==> config.mk <==
export PLATFORM = sky130hd
export DESIGN_NAME = byte_issue_flat
export DESIGN_NICKNAME = d
export VERILOG_FILES = /design/src/rtl/byte_issue_if.sv /design/src/rtl/byte_issue.sv /design/src/flat_wrapper.sv
export SDC_FILE = /design/constraint.sdc
export NUM_CORES = 1
export LEC_CHECK = 0
export BUFFER_PORTS_ARGS = -buffer_cell sky130_fd_sc_hd__buf_2
export CAP_MARGIN = 25
export CORE_AREA = 2 2 305 307
export CTS_CLUSTER_DIAMETER = 40
export DETAILED_ROUTE_END_ITERATION = 10
export DIE_AREA = 0 0 307 309
export GPL_ROUTABILITY_DRIVEN = 0
export PLACE_DENSITY_LB_ADDON = 0.2
export SLEW_MARGIN = 20
export SYNTH_ARGS = -nofsm -noshare
export SYNTH_HDL_FRONTEND = slang
export SYNTH_SLANG_ARGS = --single-unit
==> constraint.sdc <==
create_clock -name clock -period 2.75 [get_ports clock]
set_input_delay 0.6875 -clock clock [delete_from_list [all_inputs] [get_ports clock]]
set_output_delay 0.6875 -clock clock [all_outputs]
set_load 0.005 [all_outputs]
==> src/rtl/byte_issue_if.sv <==
// byte_issue_if: decoder handshake, register-file read/write-back and byte-pipe issue signals.
// The decoder/bench drives through master; byte_issue connects through slave.
interface byte_issue_if;
  logic         in_valid;
  logic         in_ready;
  logic [0:10]  in_op_code;
  logic [2:0]   in_format;
  logic [0:17]  in_imm;
  logic [0:6]   in_rt;
  logic [0:6]   in_ra;
  logic [0:6]   in_rb;
  logic         in_ra_used;
  logic         in_rb_used;
  logic         in_reg_write;
  logic [0:6]   rf_addr_a;
  logic [0:6]   rf_addr_b;
  logic [0:127] rf_data_a;
  logic [0:127] rf_data_b;
  logic [0:127] wb_data;
  logic [0:6]   wb_reg_addr;
  logic         wb_enable_reg_write;
  logic         flush;
  logic [0:10]  op_code;
  logic [2:0]   instr_format;
  logic [0:6]   dest_reg_addr;
  logic [0:127] src_reg_a;
  logic [0:127] src_reg_b;
  logic [0:17]  imm_value;
  logic         enable_reg_write;
  logic [15:0]  stall_count;

  modport slave (
    input  in_valid, in_op_code, in_format, in_imm, in_rt, in_ra, in_rb,
           in_ra_used, in_rb_used, in_reg_write, rf_data_a, rf_data_b,
           wb_data, wb_reg_addr, wb_enable_reg_write, flush,
    output in_ready, rf_addr_a, rf_addr_b, op_code, instr_format, dest_reg_addr,
           src_reg_a, src_reg_b, imm_value, enable_reg_write, stall_count
  );

  modport master (
    output in_valid, in_op_code, in_format, in_imm, in_rt, in_ra, in_rb,
           in_ra_used, in_rb_used, in_reg_write, rf_data_a, rf_data_b,
           wb_data, wb_reg_addr, wb_enable_reg_write, flush,
    input  in_ready, rf_addr_a, rf_addr_b, op_code, instr_format, dest_reg_addr,
           src_reg_a, src_reg_b, imm_value, enable_reg_write, stall_count
  );
endinterface

==> src/rtl/byte_issue.sv <==
// byte_issue: single-entry issue stage for the byte pipe with a 3-deep write scoreboard.
// Define BYTE_ISSUE_WB_BYPASS_EN to forward write-back data and drop sb[2] from the hazard check.
module byte_issue (
  input logic        clock,
  input logic        reset,
  byte_issue_if.slave bus
);
  localparam logic [1:0] EMPTY = 2'd0;
  localparam logic [1:0] READY = 2'd1;
  localparam logic [1:0] STALL = 2'd2;

`ifdef BYTE_ISSUE_WB_BYPASS_EN
  localparam logic [2:0] SB_CHECK = 3'b011;
`else
  localparam logic [2:0] SB_CHECK = 3'b111;
`endif

  typedef struct packed {
    logic [0:10] op;
    logic [2:0]  fmt;
    logic [0:17] imm;
    logic [0:6]  rt;
    logic [0:6]  ra;
    logic [0:6]  rb;
    logic        ra_used;
    logic        rb_used;
    logic        rw;
  } instr_t;

  function automatic logic uses(input instr_t i, input logic [0:6] rt);
    return (i.ra_used && (i.ra == rt)) || (i.rb_used && (i.rb == rt));
  endfunction

  function automatic logic hazard(input instr_t i, input logic [2:0] vld,
                                  input logic [0:6] rt0, input logic [0:6] rt1,
                                  input logic [0:6] rt2);
    logic [2:0] v;
    v = vld & SB_CHECK;
    return (v[0] && uses(i, rt0)) || (v[1] && uses(i, rt1)) || (v[2] && uses(i, rt2));
  endfunction

  logic [1:0]   state_q, state_d;
  instr_t       hold_q, hold_d, in_instr;
  logic [2:0]   sb_vld_q, sb_vld_d;
  logic [0:6]   sb_rt_q [3];
  logic [0:6]   sb_rt_d [3];
  logic [15:0]  stall_q, stall_d;
  logic [0:10]  op_q;
  logic [2:0]   fmt_q;
  logic [0:6]   dest_q;
  logic [0:127] src_a_q, src_b_q;
  logic [0:17]  imm_q;
  logic         rw_q;
  logic [0:127] src_a, src_b;
  logic         hazard_now, issue, ready, accept;

  assign in_instr = {bus.in_op_code, bus.in_format, bus.in_imm, bus.in_rt, bus.in_ra,
                     bus.in_rb, bus.in_ra_used, bus.in_rb_used, bus.in_reg_write};

  assign hazard_now = hazard(hold_q, sb_vld_q, sb_rt_q[0], sb_rt_q[1], sb_rt_q[2]);
  assign issue      = (state_q == READY) && !bus.flush && !hazard_now;
  assign ready      = !reset && !bus.flush && ((state_q == EMPTY) || issue);
  assign accept     = bus.in_valid && ready;

  always_comb begin
    sb_vld_d   = {sb_vld_q[1:0], issue & hold_q.rw};
    sb_rt_d[0] = hold_q.rt;
    sb_rt_d[1] = sb_rt_q[0];
    sb_rt_d[2] = sb_rt_q[1];
    hold_d     = accept ? in_instr : hold_q;
    // Next state is judged against the scoreboard as it will look after this edge,
    // so a new or stalled entry lands in READY exactly when it can issue.
    state_d = EMPTY;
    if (!bus.flush && (accept || ((state_q != EMPTY) && !issue)))
      state_d = hazard(hold_d, sb_vld_d, sb_rt_d[0], sb_rt_d[1], sb_rt_d[2]) ? STALL : READY;
    stall_d = ((state_q == STALL) && (stall_q != '1)) ? stall_q + 16'd1 : stall_q;
  end

`ifdef BYTE_ISSUE_WB_BYPASS_EN
  assign src_a = (hold_q.ra_used && bus.wb_enable_reg_write && (bus.wb_reg_addr == hold_q.ra))
                 ? bus.wb_data : bus.rf_data_a;
  assign src_b = (hold_q.rb_used && bus.wb_enable_reg_write && (bus.wb_reg_addr == hold_q.rb))
                 ? bus.wb_data : bus.rf_data_b;
`else
  logic unused_wb;
  assign unused_wb = ^{bus.wb_data, bus.wb_reg_addr, bus.wb_enable_reg_write};
  assign src_a = bus.rf_data_a;
  assign src_b = bus.rf_data_b;
`endif

  always_ff @(posedge clock) begin
    if (reset) begin
      state_q  <= EMPTY;
      hold_q   <= '0;
      sb_vld_q <= '0;
      sb_rt_q  <= '{default: '0};
      stall_q  <= '0;
      op_q     <= '0;
      fmt_q    <= '0;
      dest_q   <= '0;
      src_a_q  <= '0;
      src_b_q  <= '0;
      imm_q    <= '0;
      rw_q     <= 1'b0;
    end else begin
      state_q  <= state_d;
      hold_q   <= hold_d;
      sb_vld_q <= sb_vld_d;
      sb_rt_q  <= sb_rt_d;
      stall_q  <= stall_d;
      op_q     <= issue ? hold_q.op  : '0;
      fmt_q    <= issue ? hold_q.fmt : '0;
      dest_q   <= issue ? hold_q.rt  : '0;
      src_a_q  <= issue ? src_a      : '0;
      src_b_q  <= issue ? src_b      : '0;
      imm_q    <= issue ? hold_q.imm : '0;
      rw_q     <= issue && hold_q.rw;
    end
  end

  assign bus.in_ready         = ready;
  assign bus.rf_addr_a        = hold_q.ra;
  assign bus.rf_addr_b        = hold_q.rb;
  assign bus.op_code          = op_q;
  assign bus.instr_format     = fmt_q;
  assign bus.dest_reg_addr    = dest_q;
  assign bus.src_reg_a        = src_a_q;
  assign bus.src_reg_b        = src_b_q;
  assign bus.imm_value        = imm_q;
  assign bus.enable_reg_write = rw_q;
  assign bus.stall_count      = stall_q;
endmodule

==> src/flat_wrapper.sv <==
// flat-port wrapper written by rule: the top's interface ports become plain ports
module byte_issue_flat 
  (clock, reset, bus_in_valid, bus_in_op_code, bus_in_format, bus_in_imm, bus_in_rt, bus_in_ra, bus_in_rb, bus_in_ra_used, bus_in_rb_used, bus_in_reg_write, bus_rf_data_a, bus_rf_data_b, bus_wb_data, bus_wb_reg_addr, bus_wb_enable_reg_write, bus_flush, bus_in_ready, bus_rf_addr_a, bus_rf_addr_b, bus_op_code, bus_instr_format, bus_dest_reg_addr, bus_src_reg_a, bus_src_reg_b, bus_imm_value, bus_enable_reg_write, bus_stall_count);
  byte_issue_if bus_i ();
  input logic clock;
  input logic reset;
  input wire logic [$bits(bus_i.in_valid)-1:0] bus_in_valid;
  input wire logic [$bits(bus_i.in_op_code)-1:0] bus_in_op_code;
  input wire logic [$bits(bus_i.in_format)-1:0] bus_in_format;
  input wire logic [$bits(bus_i.in_imm)-1:0] bus_in_imm;
  input wire logic [$bits(bus_i.in_rt)-1:0] bus_in_rt;
  input wire logic [$bits(bus_i.in_ra)-1:0] bus_in_ra;
  input wire logic [$bits(bus_i.in_rb)-1:0] bus_in_rb;
  input wire logic [$bits(bus_i.in_ra_used)-1:0] bus_in_ra_used;
  input wire logic [$bits(bus_i.in_rb_used)-1:0] bus_in_rb_used;
  input wire logic [$bits(bus_i.in_reg_write)-1:0] bus_in_reg_write;
  input wire logic [$bits(bus_i.rf_data_a)-1:0] bus_rf_data_a;
  input wire logic [$bits(bus_i.rf_data_b)-1:0] bus_rf_data_b;
  input wire logic [$bits(bus_i.wb_data)-1:0] bus_wb_data;
  input wire logic [$bits(bus_i.wb_reg_addr)-1:0] bus_wb_reg_addr;
  input wire logic [$bits(bus_i.wb_enable_reg_write)-1:0] bus_wb_enable_reg_write;
  input wire logic [$bits(bus_i.flush)-1:0] bus_flush;
  output wire logic [$bits(bus_i.in_ready)-1:0] bus_in_ready;
  output wire logic [$bits(bus_i.rf_addr_a)-1:0] bus_rf_addr_a;
  output wire logic [$bits(bus_i.rf_addr_b)-1:0] bus_rf_addr_b;
  output wire logic [$bits(bus_i.op_code)-1:0] bus_op_code;
  output wire logic [$bits(bus_i.instr_format)-1:0] bus_instr_format;
  output wire logic [$bits(bus_i.dest_reg_addr)-1:0] bus_dest_reg_addr;
  output wire logic [$bits(bus_i.src_reg_a)-1:0] bus_src_reg_a;
  output wire logic [$bits(bus_i.src_reg_b)-1:0] bus_src_reg_b;
  output wire logic [$bits(bus_i.imm_value)-1:0] bus_imm_value;
  output wire logic [$bits(bus_i.enable_reg_write)-1:0] bus_enable_reg_write;
  output wire logic [$bits(bus_i.stall_count)-1:0] bus_stall_count;
  assign bus_i.in_valid = bus_in_valid;
  assign bus_i.in_op_code = bus_in_op_code;
  assign bus_i.in_format = bus_in_format;
  assign bus_i.in_imm = bus_in_imm;
  assign bus_i.in_rt = bus_in_rt;
  assign bus_i.in_ra = bus_in_ra;
  assign bus_i.in_rb = bus_in_rb;
  assign bus_i.in_ra_used = bus_in_ra_used;
  assign bus_i.in_rb_used = bus_in_rb_used;
  assign bus_i.in_reg_write = bus_in_reg_write;
  assign bus_i.rf_data_a = bus_rf_data_a;
  assign bus_i.rf_data_b = bus_rf_data_b;
  assign bus_i.wb_data = bus_wb_data;
  assign bus_i.wb_reg_addr = bus_wb_reg_addr;
  assign bus_i.wb_enable_reg_write = bus_wb_enable_reg_write;
  assign bus_i.flush = bus_flush;
  assign bus_in_ready = bus_i.in_ready;
  assign bus_rf_addr_a = bus_i.rf_addr_a;
  assign bus_rf_addr_b = bus_i.rf_addr_b;
  assign bus_op_code = bus_i.op_code;
  assign bus_instr_format = bus_i.instr_format;
  assign bus_dest_reg_addr = bus_i.dest_reg_addr;
  assign bus_src_reg_a = bus_i.src_reg_a;
  assign bus_src_reg_b = bus_i.src_reg_b;
  assign bus_imm_value = bus_i.imm_value;
  assign bus_enable_reg_write = bus_i.enable_reg_write;
  assign bus_stall_count = bus_i.stall_count;
  byte_issue u_core (.clock(clock), .reset(reset), .bus(bus_i));
endmodule
==> flow_metrics.tcl <==
set metrics [dict create \
    clock_latency_ns 0.64 \
    slowest_stage "dfxtp_2" \
    clock_path_buffers 3 \
    pin_count 779 \
    endpoint_kind "primary output" \
    start_kind "flop" \
    remaining_drc_errors 0 \
    ys_top_cells_by_area "dfxtp_1 61%, and2_1 14%, nand2_1 3.4%" \
    first_pass_iters 6 \
    postSynth.asyncResetShare_pct 0 \
    r2r_slack_ns -0.21 \
    reg2reg_to "u_core.state_q[1]" \
    violations "negative setup slack" \
    p_int_uw 12700 \
    grt_start_max_net_pins 54 \
    drv_cap 0 \
    yosys_warnings 0 \
    pwr-share-clk_pct 60.4 \
    crit_fanout 2 \
    via_count 11400 \
    path_class "reg -> out" \
    final_nets 2449 \
    p_leak_uw 0.0101 \
    core_um2 91400 \
    swShare_pct 23.4 \
    syn_area_um2 12900 \
    synth-edff-count 0 \
    r2r_cells 13 \
    layout_common_cells "642 x buf_2, 376 x dfxtp_1, 295 x and2_1, 118 x nand2_1, 97 x buf_4" \
    die_x_um 307 \
    min_period_over_period_pct 114 \
    area_growth_pct 65.3 \
    ys_seq_area_share_pct 60.8 \
    root_buffer "clkbuf_16" \
    final-hold-violation-count 0 \
    endpoint "bus_in_ready" \
    synth_cell_type_count 59 \
    cp_top_family "compound AO/OA/AOI/OAI gates" \
    period_minus_slack_ns 3.13 \
    ir_worst_vdd_v 0.000375 \
    drv_slew 0 \
    final_common_cell "buf_2" \
    hold_path.class "in -> reg" \
    path_clk_slew_ns 0.05 \
    grt_use_total_pct 10.8 \
    crit_start "u_core.sb_rt_d[1]" \
    grt_pass1_wl_um 75400 \
    syn_inst 1258 \
    slowest_delay_ns 0.38 \
    combPwrFrac_pct 4.4 \
    antenna_found_initial 15 \
    dp_hpwl_um 41700 \
    synthFlopType "dfxtp_1" \
    finalSetupViolCount 3 \
    grt_pass1_vias 11900 \
    vias_per_cell 3.51 \
    wire_per_inst_um 16.6 \
    gr-total-overflow 0 \
    start_util_pct 14.2 \
    arrival_ns 2.44 \
    drive_gt1_share_pct 46.8 \
    drt_iter0_markers 480 \
    wirelength_um 54000 \
    rsz0062_at_grt "yes" \
    powerDensity_nw_per_um2 774 \
    cp.depth 8 \
    synth_top_area_share_pct 60.8 \
    path_cells "xor2_2 > nor4_4 > a2111oi_4 > nand3_2 > o31a_4 > buf_6 > nor3_4 > buf_2" \
    worstMarginPinSlew_ns 0.697 \
    r2r-start "u_core.sb_rt_d[1]" \
    cts_num_sinks 393 \
    die_area_um2 94900 \
    syn-num-nets 1711 \
    cts_tree "built" \
    hold_buffers 0 \
    syn_area_per_cell_um2 10.3 \
    drtAntennaViolNets 0 \
    switchingPower_uw 3880 \
    fin_ws_ns -0.380 \
    crit_required_ns 2.06 \
    critPathBufInv 2 \
    setup_tns_ns -0.704 \
    ys_ff_latch 393 \
    rows 111 \
    fmax_ghz 0.319 \
    yosysTopAreaCell "dfxtp_1" \
    hold_ws_ns 0.240 \
    cts_max_level 3 \
    seq_power_share_pct 35.2 \
    cts_made_buffers 80 \
    timing.slew.headroom_pct 53.5 \
    status "finished, violations left" \
    dieHeight_um 309 \
    numPortBuffers 642 \
    clock_skew_ns 0.0426 \
]
-- routing by layer --
metal / up-vias / global-route usage (%) / wire, um
li1: 5511 / - / -
met1: 5309 / 12.4 / 21900
met2: 494 / 17.6 / 25800
met3: 91 / 4.32 / 4690
met4: 12 / 5.07 / 1530
met5: - / 0 / 69
-- timing repair --
item,in CTS,in global routing
pin swaps,16,20
setup endpoints to repair,176,36
resized for setup,48,43
setup buffers,4,8
-- sequential cells by signal (all words and copies together) (netlist names), 11 cells and up --
name and flops:
u_core.hold_q 42, u_core.bus.src_reg_a 128, u_core.sb_rt_d 14, u_core.bus.op_code 11, u_core.bus.stall_count 16, u_core.bus.src_reg_b 128, u_core.bus.imm_value 18
-- synthesized netlist by cell type, drive strengths merged, types with 7 or more instances --
| library cell | n |
|---|---|
| dfxtp | 393 |
| and2 | 296 |
| nand2 | 119 |
| clkbuf | 67 |
| a21oi | 62 |
| xor2 | 48 |
| xnor2 | 40 |
| nor2 | 37 |
| buf | 33 |
| inv | 19 |
| nor3 | 18 |
| nand3 | 16 |
| nand4 | 16 |
| nor2b | 15 |
| o21ai | 12 |
| nor4 | 8 |
| and3 | 7 |
-- metrics by stage --
stage | power [uW] | utilization, % | cells | setup WS (ns) | instance area [um2]
floorplan | 6180 | - | 1258 | 0.0371 | 12900
detailed placement | 6630 | 19.7 | 3090 | -0.422 | 18000
global placement | 6630 | 19.7 | 3090 | -0.435 | 18000
finish | 16600 | 23.4 | 3256 | -0.380 | 21400
global route | 17200 | 23.4 | 3252 | -0.501 | 21400
CTS | 16900 | 23.1 | 3242 | -0.545 | 21100
-- power by group through the flow --
stage,clock network [uW],registers [uW],logic (uW)
5_1_grt,10600,5830,797
4_1_cts,10300,5820,717
2_1_floorplan,0,5930,250
3_3_place_gp,0,5940,690
3_5_place_dp,0,5940,689
6_report,10000,5830,727
-- area by class of cell --
| cell class | instances | area, um2 |
|---|---|---|
| Fill cell | 10000 | 70000 |
| Tap cell | 1186 | 1480 |
| Inverter | 19 | 71.3 |
| Timing Repair Buffer | 756 | 4220 |
| Clock buffer | 95 | 2150 |
| Multi-Input combinational cell | 746 | 4860 |
| Antenna cell | 8 | 20.0 |
| Clock inverter | 53 | 668 |
| Sequential cell | 393 | 7900 |
-- kinds of logic after synthesis --
logic type / Yosys count / share of synthesized area (%)
flops: 393 / 60.8
fa+ha+maj: 1 / 0.0967
simple gates: 542 / 23.1
compound gates: 115 / 5.86
buf+inv: 119 / 4.17
xor+xnor: 88 / 5.96
-- how the worst min path moves through the flow --
| stage | cells after the start | end | start | slack [ns] |
|---|---|---|---|---|
| after floorplan | 1 | u_core.bus.imm_value[0] | u_core.hold_q[41] | 0.43 |
| after global placement | 1 | u_core.bus.imm_value[3] | u_core.hold_q[38] | 0.44 |
| after detailed placement | 1 | u_core.bus.imm_value[5] | u_core.hold_q[36] | 0.44 |
| after CTS | 2 | u_core.bus.src_reg_a[89] | bus_rf_data_a[38] | 0.16 |
| after global routing | 2 | u_core.bus.src_reg_b[52] | bus_rf_data_b[75] | 0.19 |
| final | 2 | u_core.bus.src_reg_b[50] | bus_rf_data_b[77] | 0.24 |
(Power assumes the default switching activity.)
